`src/rtl/lfsr_rng_pkg.sv`:
```
// rtl/lfsr_rng_pkg.sv - converter state type and seven-segment encodings
package lfsr_rng_pkg;

  typedef enum logic [1:0] {IDLE, SHIFT, DONE} conv_state_e;

  // Active-low gfedcba patterns
  localparam logic [6:0] SEG_0     = 7'h40;
  localparam logic [6:0] SEG_1     = 7'h79;
  localparam logic [6:0] SEG_2     = 7'h24;
  localparam logic [6:0] SEG_3     = 7'h30;
  localparam logic [6:0] SEG_4     = 7'h19;
  localparam logic [6:0] SEG_5     = 7'h12;
  localparam logic [6:0] SEG_6     = 7'h02;
  localparam logic [6:0] SEG_7     = 7'h78;
  localparam logic [6:0] SEG_8     = 7'h00;
  localparam logic [6:0] SEG_9     = 7'h10;
  localparam logic [6:0] SEG_BLANK = 7'h7F;

  function automatic logic [6:0] seg7(input logic [3:0] d);
    case (d)
      4'd0:    seg7 = SEG_0;
      4'd1:    seg7 = SEG_1;
      4'd2:    seg7 = SEG_2;
      4'd3:    seg7 = SEG_3;
      4'd4:    seg7 = SEG_4;
      4'd5:    seg7 = SEG_5;
      4'd6:    seg7 = SEG_6;
      4'd7:    seg7 = SEG_7;
      4'd8:    seg7 = SEG_8;
      4'd9:    seg7 = SEG_9;
      default: seg7 = SEG_BLANK;
    endcase
  endfunction

endpackage

```
`src/rtl/bcd_dabble_seq.sv`:
```
// rtl/bcd_dabble_seq.sv - sequential double-dabble binary to BCD converter
module bcd_dabble_seq
  import lfsr_rng_pkg::*;
#(
  parameter int unsigned WIDTH = 10,
  parameter int unsigned NDIG  = 4
) (
  input  logic              clk,
  input  logic              reset,
  input  logic              start,
  input  logic [WIDTH-1:0]  bin,
  output logic              busy,
  output logic              done,
  output logic [4*NDIG-1:0] bcd
);

  localparam int unsigned SW = 4*NDIG + WIDTH;

  conv_state_e   state, state_next;
  logic [SW-1:0] sr, sr_next, sr_adj;
  logic [4:0]    cnt, cnt_next;

  always_ff @(posedge clk or negedge reset) begin
    if (!reset) begin
      state <= IDLE;
      sr    <= '0;
      cnt   <= '0;
    end else begin
      state <= state_next;
      sr    <= sr_next;
      cnt   <= cnt_next;
    end
  end

  always_comb begin
    sr_adj = sr;
    for (int i = 0; i < int'(NDIG); i++) begin
      if (sr[WIDTH + 4*i +: 4] >= 4'd5)
        sr_adj[WIDTH + 4*i +: 4] = sr[WIDTH + 4*i +: 4] + 4'd3;
    end
  end

  // Binary sits in the low bits; each SHIFT cycle moves one bit into the BCD field
  always_comb begin
    state_next = state;
    sr_next    = sr;
    cnt_next   = cnt;
    case (state)
      IDLE: begin
        if (start) begin
          state_next = SHIFT;
          sr_next    = {{(4*NDIG){1'b0}}, bin};
          cnt_next   = '0;
        end
      end
      SHIFT: begin
        sr_next  = sr_adj << 1;
        cnt_next = cnt + 5'd1;
        if (cnt == 5'(WIDTH - 1)) state_next = DONE;
      end
      DONE:    state_next = IDLE;
      default: state_next = IDLE;
    endcase
  end

  assign busy = (state != IDLE);
  assign done = (state == DONE);
  assign bcd  = sr[SW-1 -: 4*NDIG];

endmodule

```
`src/rtl/param_lfsr_rng.sv`:
```
// rtl/param_lfsr_rng.sv - XNOR LFSR with request arbitration and BCD/seven-segment readout
module param_lfsr_rng
  import lfsr_rng_pkg::*;
#(
  parameter int unsigned      WIDTH    = 10,
  parameter logic [WIDTH-1:0] TAPS     = 10'h0B8,
  parameter logic [WIDTH-1:0] SEED     = '0,
  parameter int unsigned      NDIG     = 4,
  parameter int unsigned      BLANK_LZ = 0
) (
  input  logic              clk,
  input  logic              reset,
  input  logic              step,
  input  logic              load,
  input  logic [WIDTH-1:0]  seed_in,
  output logic [WIDTH-1:0]  value,
  output logic [4*NDIG-1:0] bcd,
  output logic [7*NDIG-1:0] hex,
  output logic              busy,
  output logic              valid,
  output logic              lock_err
);

  logic              pending;
  logic              conv_busy, conv_done, start, reject, fb, seen;
  logic [WIDTH-1:0]  value_next;
  logic [4*NDIG-1:0] conv_bcd;
  logic [7*NDIG-1:0] hex_next;
  logic [3:0]        nib;

  assign fb   = ~^(value & TAPS);
  assign busy = conv_busy;

  // The pending cycle after reset converts SEED and swallows any request
  always_comb begin
    value_next = value;
    start      = pending;
    reject     = 1'b0;
    if (!pending && !conv_busy) begin
      if (load) begin
        if (&seed_in) begin
          reject = 1'b1;
        end else begin
          value_next = seed_in;
          start      = 1'b1;
        end
      end else if (step) begin
        value_next = {fb, value[WIDTH-1:1]};
        start      = 1'b1;
      end
    end
  end

  always_comb begin
    hex_next = '0;
    seen     = 1'b0;
    nib      = '0;
    for (int i = int'(NDIG) - 1; i >= 0; i--) begin
      nib = conv_bcd[4*i +: 4];
      if (BLANK_LZ != 0 && !seen && nib == 4'd0 && i != 0)
        hex_next[7*i +: 7] = SEG_BLANK;
      else
        hex_next[7*i +: 7] = seg7(nib);
      if (nib != 4'd0) seen = 1'b1;
    end
  end

  always_ff @(posedge clk or negedge reset) begin
    if (!reset) begin
      value    <= SEED;
      bcd      <= '0;
      hex      <= {NDIG{SEG_BLANK}};
      valid    <= 1'b0;
      lock_err <= 1'b0;
      pending  <= 1'b1;
    end else begin
      pending  <= 1'b0;
      value    <= value_next;
      lock_err <= reject;
      valid    <= conv_done;
      if (conv_done) begin
        bcd <= conv_bcd;
        hex <= hex_next;
      end
    end
  end

  bcd_dabble_seq #(.WIDTH(WIDTH), .NDIG(NDIG)) u_dabble (
    .clk   (clk),
    .reset (reset),
    .start (start),
    .bin   (value_next),
    .busy  (conv_busy),
    .done  (conv_done),
    .bcd   (conv_bcd)
  );

endmodule

```
`config.mk`:
```
export PLATFORM = sky130hd
export DESIGN_NAME = param_lfsr_rng
export DESIGN_NICKNAME = d
export VERILOG_FILES = /design/src/rtl/lfsr_rng_pkg.sv /design/src/rtl/bcd_dabble_seq.sv /design/src/rtl/param_lfsr_rng.sv
export SDC_FILE = /design/constraint.sdc
export NUM_CORES = 1
export LEC_CHECK = 0
export CAP_MARGIN = 10
export CORE_MARGIN = 8
export CORE_UTILIZATION = 55
export CTS_BUF_LIST = sky130_fd_sc_hd__clkbuf_8
export CTS_CLUSTER_SIZE = 8
export DETAILED_ROUTE_END_ITERATION = 7
export PLACE_DENSITY_LB_ADDON = 0.05
export SYNTH_ARGS = -nofsm -noshare
export SYNTH_HDL_FRONTEND = slang
export SYNTH_SLANG_ARGS = --single-unit
```
`constraint.sdc`:
```
create_clock -name clk -period 1.8 [get_ports clk]
set_input_delay 0.36 -clock clk [delete_from_list [all_inputs] [get_ports clk]]
set_output_delay 0.36 -clock clk [all_outputs]
set_load 0.01 [all_outputs]
```
Yosys cells after proc, flatten, opt, wreduce, memory -nomap -nowiden --
Memories as Yosys holds them, arrays and structs flattened. A register that Yosys moved wholly into a read port is not among the register bits. Cells that the tools add are included.
Word-level totals: logic and storage cells 62, ROM bits 448, output and inout port bits 57, bits of input ports 14, memories 4, flip-flop bits (word level) 62
Cells by class: reduce and logical (&&, ||, !) cells 14, $lt $le $gt $ge 4, eq/ne operators 5, muxes and demuxes 22, add/subtract/negate cells 5
Memories:
- (name not given) | words 16, width 7, read ports 1, clocked after Yosys merged registers in 1, wr ports 0, RTL line lfsr_rng_pkg.sv:20 | case (d)
- (name not given) | words 16, width 7, read ports 1, clocked after Yosys merged registers in 1, wr ports 0, RTL line lfsr_rng_pkg.sv:20
- (name not given) | words 16, width 7, read ports 1, clocked after Yosys merged registers in 1, wr ports 0, RTL line lfsr_rng_pkg.sv:20
- (name not given) | words 16, width 7, read ports 1, clocked after Yosys merged registers in 1, wr ports 0, RTL line lfsr_rng_pkg.sv:20
Operators with widths (count):
- $pmux W26 S2 | 1
- $mux W10 | 4
- $mux W26 | 1
- $ge A4 B3 Y1 const B | 4
- $add A4 B2 Y4 const B | 3
- $mux W4 | 3
- $pmux W5 S2 | 1
- $reduce_and A10 Y1 | 1
- $reduce_xnor A10 Y1 | 1
- $mux W1 | 7
- $logic_not A1 Y1 | 6
- $add A5 B1 Y5 const B | 1
- $eq A5 B4 Y1 const B | 1
- $mux W5 | 1
- $mux W2 | 2
- $pmux W2 S2 | 1
- $reduce_and A2 Y1 | 2
- $reduce_bool A2 Y1 | 2
- $add A3 B2 Y3 const B | 1
- $mux W3 | 1
- $eq A2 B1 Y1 const B | 1
- $eq A2 B2 Y1 const B | 1
- $logic_not A2 Y1 | 1
- $ne A2 B1 Y1 const B | 1
- other kinds (2) | 2

Logic depth before layout (Yosys ltp) --
depth after elaboration 6, gate-level depth with buffers 8, mapped depth without buffers 7

Modules after synthesis --
From an unflattened synthesis, not the netlist that was laid out.
Second synthesis, totals: cell total of the unflattened synthesis 490, area total of the unflattened synthesis 5032.3 um^2
By module, submodules not included:
- param_lfsr_rng | area an instance 3035.4 um^2, cells each 288, seq. area each 1462.7 um^2, instances 1
- bcd_dabble_seq | area an instance 1996.9 um^2, cells each 202, seq. area each 825.8 um^2, instances 1

Worst setup path before layout --
OpenSTA, ideal clock, no wires.
kind in2reg, start input load, end register u_dabble.sr[2], setup time 0.133 ns, arrival 1.441 ns, stages on the path 7, required time 1.667 ns, setup slack 0.226 ns, path buffers 2, cells stage by stage buf_4 -> nor2_1 -> a21oi_1 -> o31a_1 -> buf_4 -> mux2i_1 -> a31oi_1
Between the ends: word-level cells in the longest chain between the ends 4, elaborated cells between the ends (all ways) 8
Ends and longest elaborated chain:
- from (decl) | RTL line param_lfsr_rng.sv:14 | input logic load,
- $mux W10 / $mux W1 (equally long branches) | RTL line param_lfsr_rng.sv:40 | if (load) begin
- $mux W10 / $mux W1 (equally long branches) | RTL line param_lfsr_rng.sv:39 | if (!pending && !conv_busy) begin
- $mux W26 / $ne A2 B2 Y1 (equally long branches)
- $pmux W26 S2 / $reduce_and A2 Y1 (equally long branches)
- to (signal assigned) | RTL line bcd_dabble_seq.sv:30 | sr <= sr_next;
- to (decl) | RTL line bcd_dabble_seq.sv:20 | logic [SW-1:0] sr, sr_next, sr_adj;
Several ways; a longest one is shown, not always the timed one. The select of a mux whose other input is x is not followed. A chain may end at the register's enable or synchronous reset.

Final worst setup path --
start input seed_in[1], end register u_dabble.sr[6]
Between the ends: word-level cells in the longest chain between the ends 6, elaborated cells between the ends (all ways) 11
Ends and longest elaborated chain:
- from (decl) | RTL line param_lfsr_rng.sv:15 | input logic [WIDTH-1:0] seed_in,
- $reduce_and A10 Y1 (*) | RTL line param_lfsr_rng.sv:41 | if (&seed_in) begin
- $mux W10 / $mux W1 (equally long branches) | RTL line param_lfsr_rng.sv:41
- $mux W10 / $mux W1 (equally long branches) | RTL line param_lfsr_rng.sv:40
- $mux W10 / $mux W1 (equally long branches) | RTL line param_lfsr_rng.sv:39
- $mux W26 / $ne A2 B2 Y1 (equally long branches)
- $pmux W26 S2 / $reduce_and A2 Y1 (equally long branches)
Every way passes the cells marked *; elsewhere a longest branch is shown, timed or not. The select of a mux whose other input is x is not followed.

==> results.json <==
{
  "ys_seq_elements": 90,
  "grt_antenna_before_repair": 0,
  "reg2regPathDepth": 9,
  "clk_transition_reported_paths_ns": 0.10,
  "critical_path_class": "in2reg",
  "synth_ff_type": "dfrtp_1",
  "crit_chain": "clkdlybuf4s50_1 -> and4_4 -> nand4_4 -> o31ai_4 -> buf_6 -> buf_6 -> nor3_1 -> a211oi_1",
  "grt_overflow_total": 0,
  "crit_required_ns": 2.05,
  "cpPeakStageDelay_ns": 0.49,
  "max-vdd-ir-drop_uv": 923,
  "rows": 33,
  "diodes": 0,
  "drive_above_1_share_pct": 20.3,
  "synthesis.area_sq_um": 4700,
  "post_drt_via_cell_ratio": 5.53,
  "cts_max_path_buffers": 2,
  "async_flop_share_pct": 100,
  "cts_tree": "done",
  "synth_fp_nets": 536,
  "worst-path-max-fanout": 6,
  "coreArea_sq_um": 8260,
  "drtIter0Drc": 172,
  "synth_warnings": 0,
  "fin_skew_ns": 0.0132,
  "post-route-period-util_pct": 99.5,
  "postSynthAreaPerCell_sq_um": 9.47,
  "synth-edff-count": 0,
  "htreeDepth": 3,
  "cts_root_buf": "clkbuf_8",
  "grt_pass1_wl_um": 18700,
  "setup_viol": 0,
  "outcome": "finished clean",
  "routed_wl_um": 11600,
  "die_h_um": 108,
  "timing.fmax_mhz": 559,
  "grt_pass1_vias": 3872,
  "crit_top_cell": "buf_6",
  "fp.dieArea_sq_um": 11800,
  "place_congestion": 0.886,
  "end_kind": "flip-flop",
  "hold_violations": 0,
  "num_vias": 3979,
  "ys_seq_area_share_pct": 48.7,
  "crit_arrival_ns": 2.04,
  "drc": 0,
  "grt_max_degree": 46,
  "leakage_nw": 2.87,
  "synthCells": 496,
  "cts_inserted_buffers": 9,
  "drv_slew": 0,
  "fin_tns_setup_ns": 0,
  "postRouteAntennaNets": 0,
  "slowest_stage": "clkdlybuf4s50_1",
  "syn2layout_area_growth_pct": 31.3,
  "fp.dieW_um": 108,
  "min_path_type": "in2async",
  "final.min_clock_period_ns": 1.79,
  "grtUsageTotal_pct": 19.5,
  "start_kind": "primary input",
  "final_util_pct": 74.7,
  "synth_cell_types": 56,
  "dpl.hpwl_um": 8240,
  "finalNetCount": 650,
  "portBuffers": 70,
  "clock_sinks": 90,
  "start_util_pct": 56.9,
  "drv_cap": 0,
  "fin_hold_ws_ns": 0.466,
  "power_mw": 11.2,
  "p_per_area_nw_per_um2": 1820,
  "firstDrtPassIters": 5,
  "wl_per_cell_um": 16.1,
  "ios": 71,
  "clk_latency_ns": 0.36
}
critical path: cells and delay by family:
kind            cells  cell delay, ns
compound gates      2            0.46
simple gates        3            0.44
buf+inv             3            0.78
cell families (layout without fill, tap and decap cells):
logic type               count (synthesis)  in the layout  share of synthesized area, %
XOR/XNOR                                 9              9                          1.68
multiplexers                             6              6                          1.36
other                                    1              1                        0.0798
adder cells (fa/ha/maj)                 26             26                          6.92
buffers and inverters                   58            177                          5.32
flip-flops                              90             90                          48.7
AO/OA/AOI/OAI                          159            159                          21.4
AND/OR/NAND/NOR                        147            147                          14.6
power breakdown:
part	leakage (nW)	switching, mW	internal, mW	total (mW)
registers	1.04	0.723	3.20	3.92
clock network	0.126	0.761	0.940	1.70
logic	1.71	2.89	2.70	5.59
total	2.87	4.38	6.84	11.2
per-stage QoR:
stage,worst slack [ns],cell area [sq um],cells
4_1_cts,0.000687,6070,713
6_report,0.00983,6170,720
5_1_grt,-0.0834,6170,720
3_3_place_gp,-0.317,5830,696
2_1_floorplan,0.226,4700,496
3_5_place_dp,-0.381,5830,696
synthesized netlist by cell type (4+ instances only):
library cell  number  share of area [%]
o31ai_1           13                2.1
nand2_1           70                5.6
nor2_1            26                2.1
ha_1              26                6.9
nor2b_1            6               0.80
inv_1             27                2.2
o21ai_0           56                6.0
buf_2              8               0.85
a21oi_1           30                3.2
nand3_1            5               0.53
nor3_1            14                1.5
a22o_1             5               0.93
nand2b_1          10                1.3
clkbuf_1          13                1.0
xnor2_1            8                1.5
a211oi_1           7                1.1
dfrtp_1           61                 32
a31oi_1            4               0.53
o22ai_1           16                2.1
dfstp_2           29                 16
flip-flops by register name (all words and copies together), names as in the netlist:
| name | cells |
|---|---|
| lock_err | 1 |
| value | 10 |
| valid | 1 |
| u_dabble.state | 2 |
| u_dabble.sr | 26 |
| hex | 28 |
| bcd | 16 |
| pending | 1 |
| u_dabble.cnt | 5 |
path summary, 6_finish.rpt:
check,start,endpoint,slack (ns)
worst max-delay path,seed_in[1],u_dabble.sr[6]$_DFFE_PN0P_,0.01
worst min-delay path,reset,bcd[11]$_DFFE_PN0P_,0.47
worst max register to register,u_dabble.state[0]$_DFFE_PN0P_,u_dabble.sr[6]$_DFFE_PN0P_,0.02
worst min register to register,hex[16]$_DFFE_PN1P_,hex[16]$_DFFE_PN1P_,0.47
max in group asynchronous,reset,pending$_DFF_PN1_,0.73
min in group clk,hex[16]$_DFFE_PN1P_,hex[16]$_DFFE_PN1P_,0.47
routing by layer:
| layer | wire [um] | global-route usage, % |
|---|---|---|
| met5 | 0 | 0 |
| met4 | 94 | 6.94 |
| met3 | 503 | 2.68 |
| met2 | 6080 | 34.4 |
| met1 | 4940 | 23.9 |
cell usage in the layout (no fill, tap or decap), types with 8 or more instances in the layout:
master | netlist | layout
nand2_1 | 70 | 69
xnor2_1 | 8 | 8
a21oi_1 | 30 | 29
nor2_1 | 26 | 26
buf_4 | 2 | 53
o22ai_1 | 16 | 16
dfstp_2 | 29 | 29
nor3_1 | 14 | 14
o31ai_1 | 13 | 13
clkdlybuf4s50_1 | 0 | 39
nand2b_1 | 10 | 9
inv_1 | 27 | 27
o21ai_0 | 56 | 55
dfrtp_1 | 61 | 61
ha_1 | 26 | 26
dlygate4sd2_1 | 0 | 24
clkbuf_8 | 0 | 9
cell type report:
type / instances / area [sq um]
Clock buffer: 9 / 124
Clock inverter: 7 / 124
Fill cell: 627 / 2090
Inverter: 30 / 113
Multi-Input combinational cell: 348 / 2190
Sequential cell: 90 / 2290
Tap cell: 105 / 131
Timing Repair Buffer: 131 / 1200
timing repair:
item                                    in CTS  in global routing
hold buffers                                 1                  0
cloned                                       0                  1
pin swaps                                    0                  2
resized for setup                           30                 18
endpoints found under the setup margin      28                 14
buffers inserted                             0                  6
hold endpoints to repair                    21                  0
Note: power is estimated with default switching activity, not from simulation.
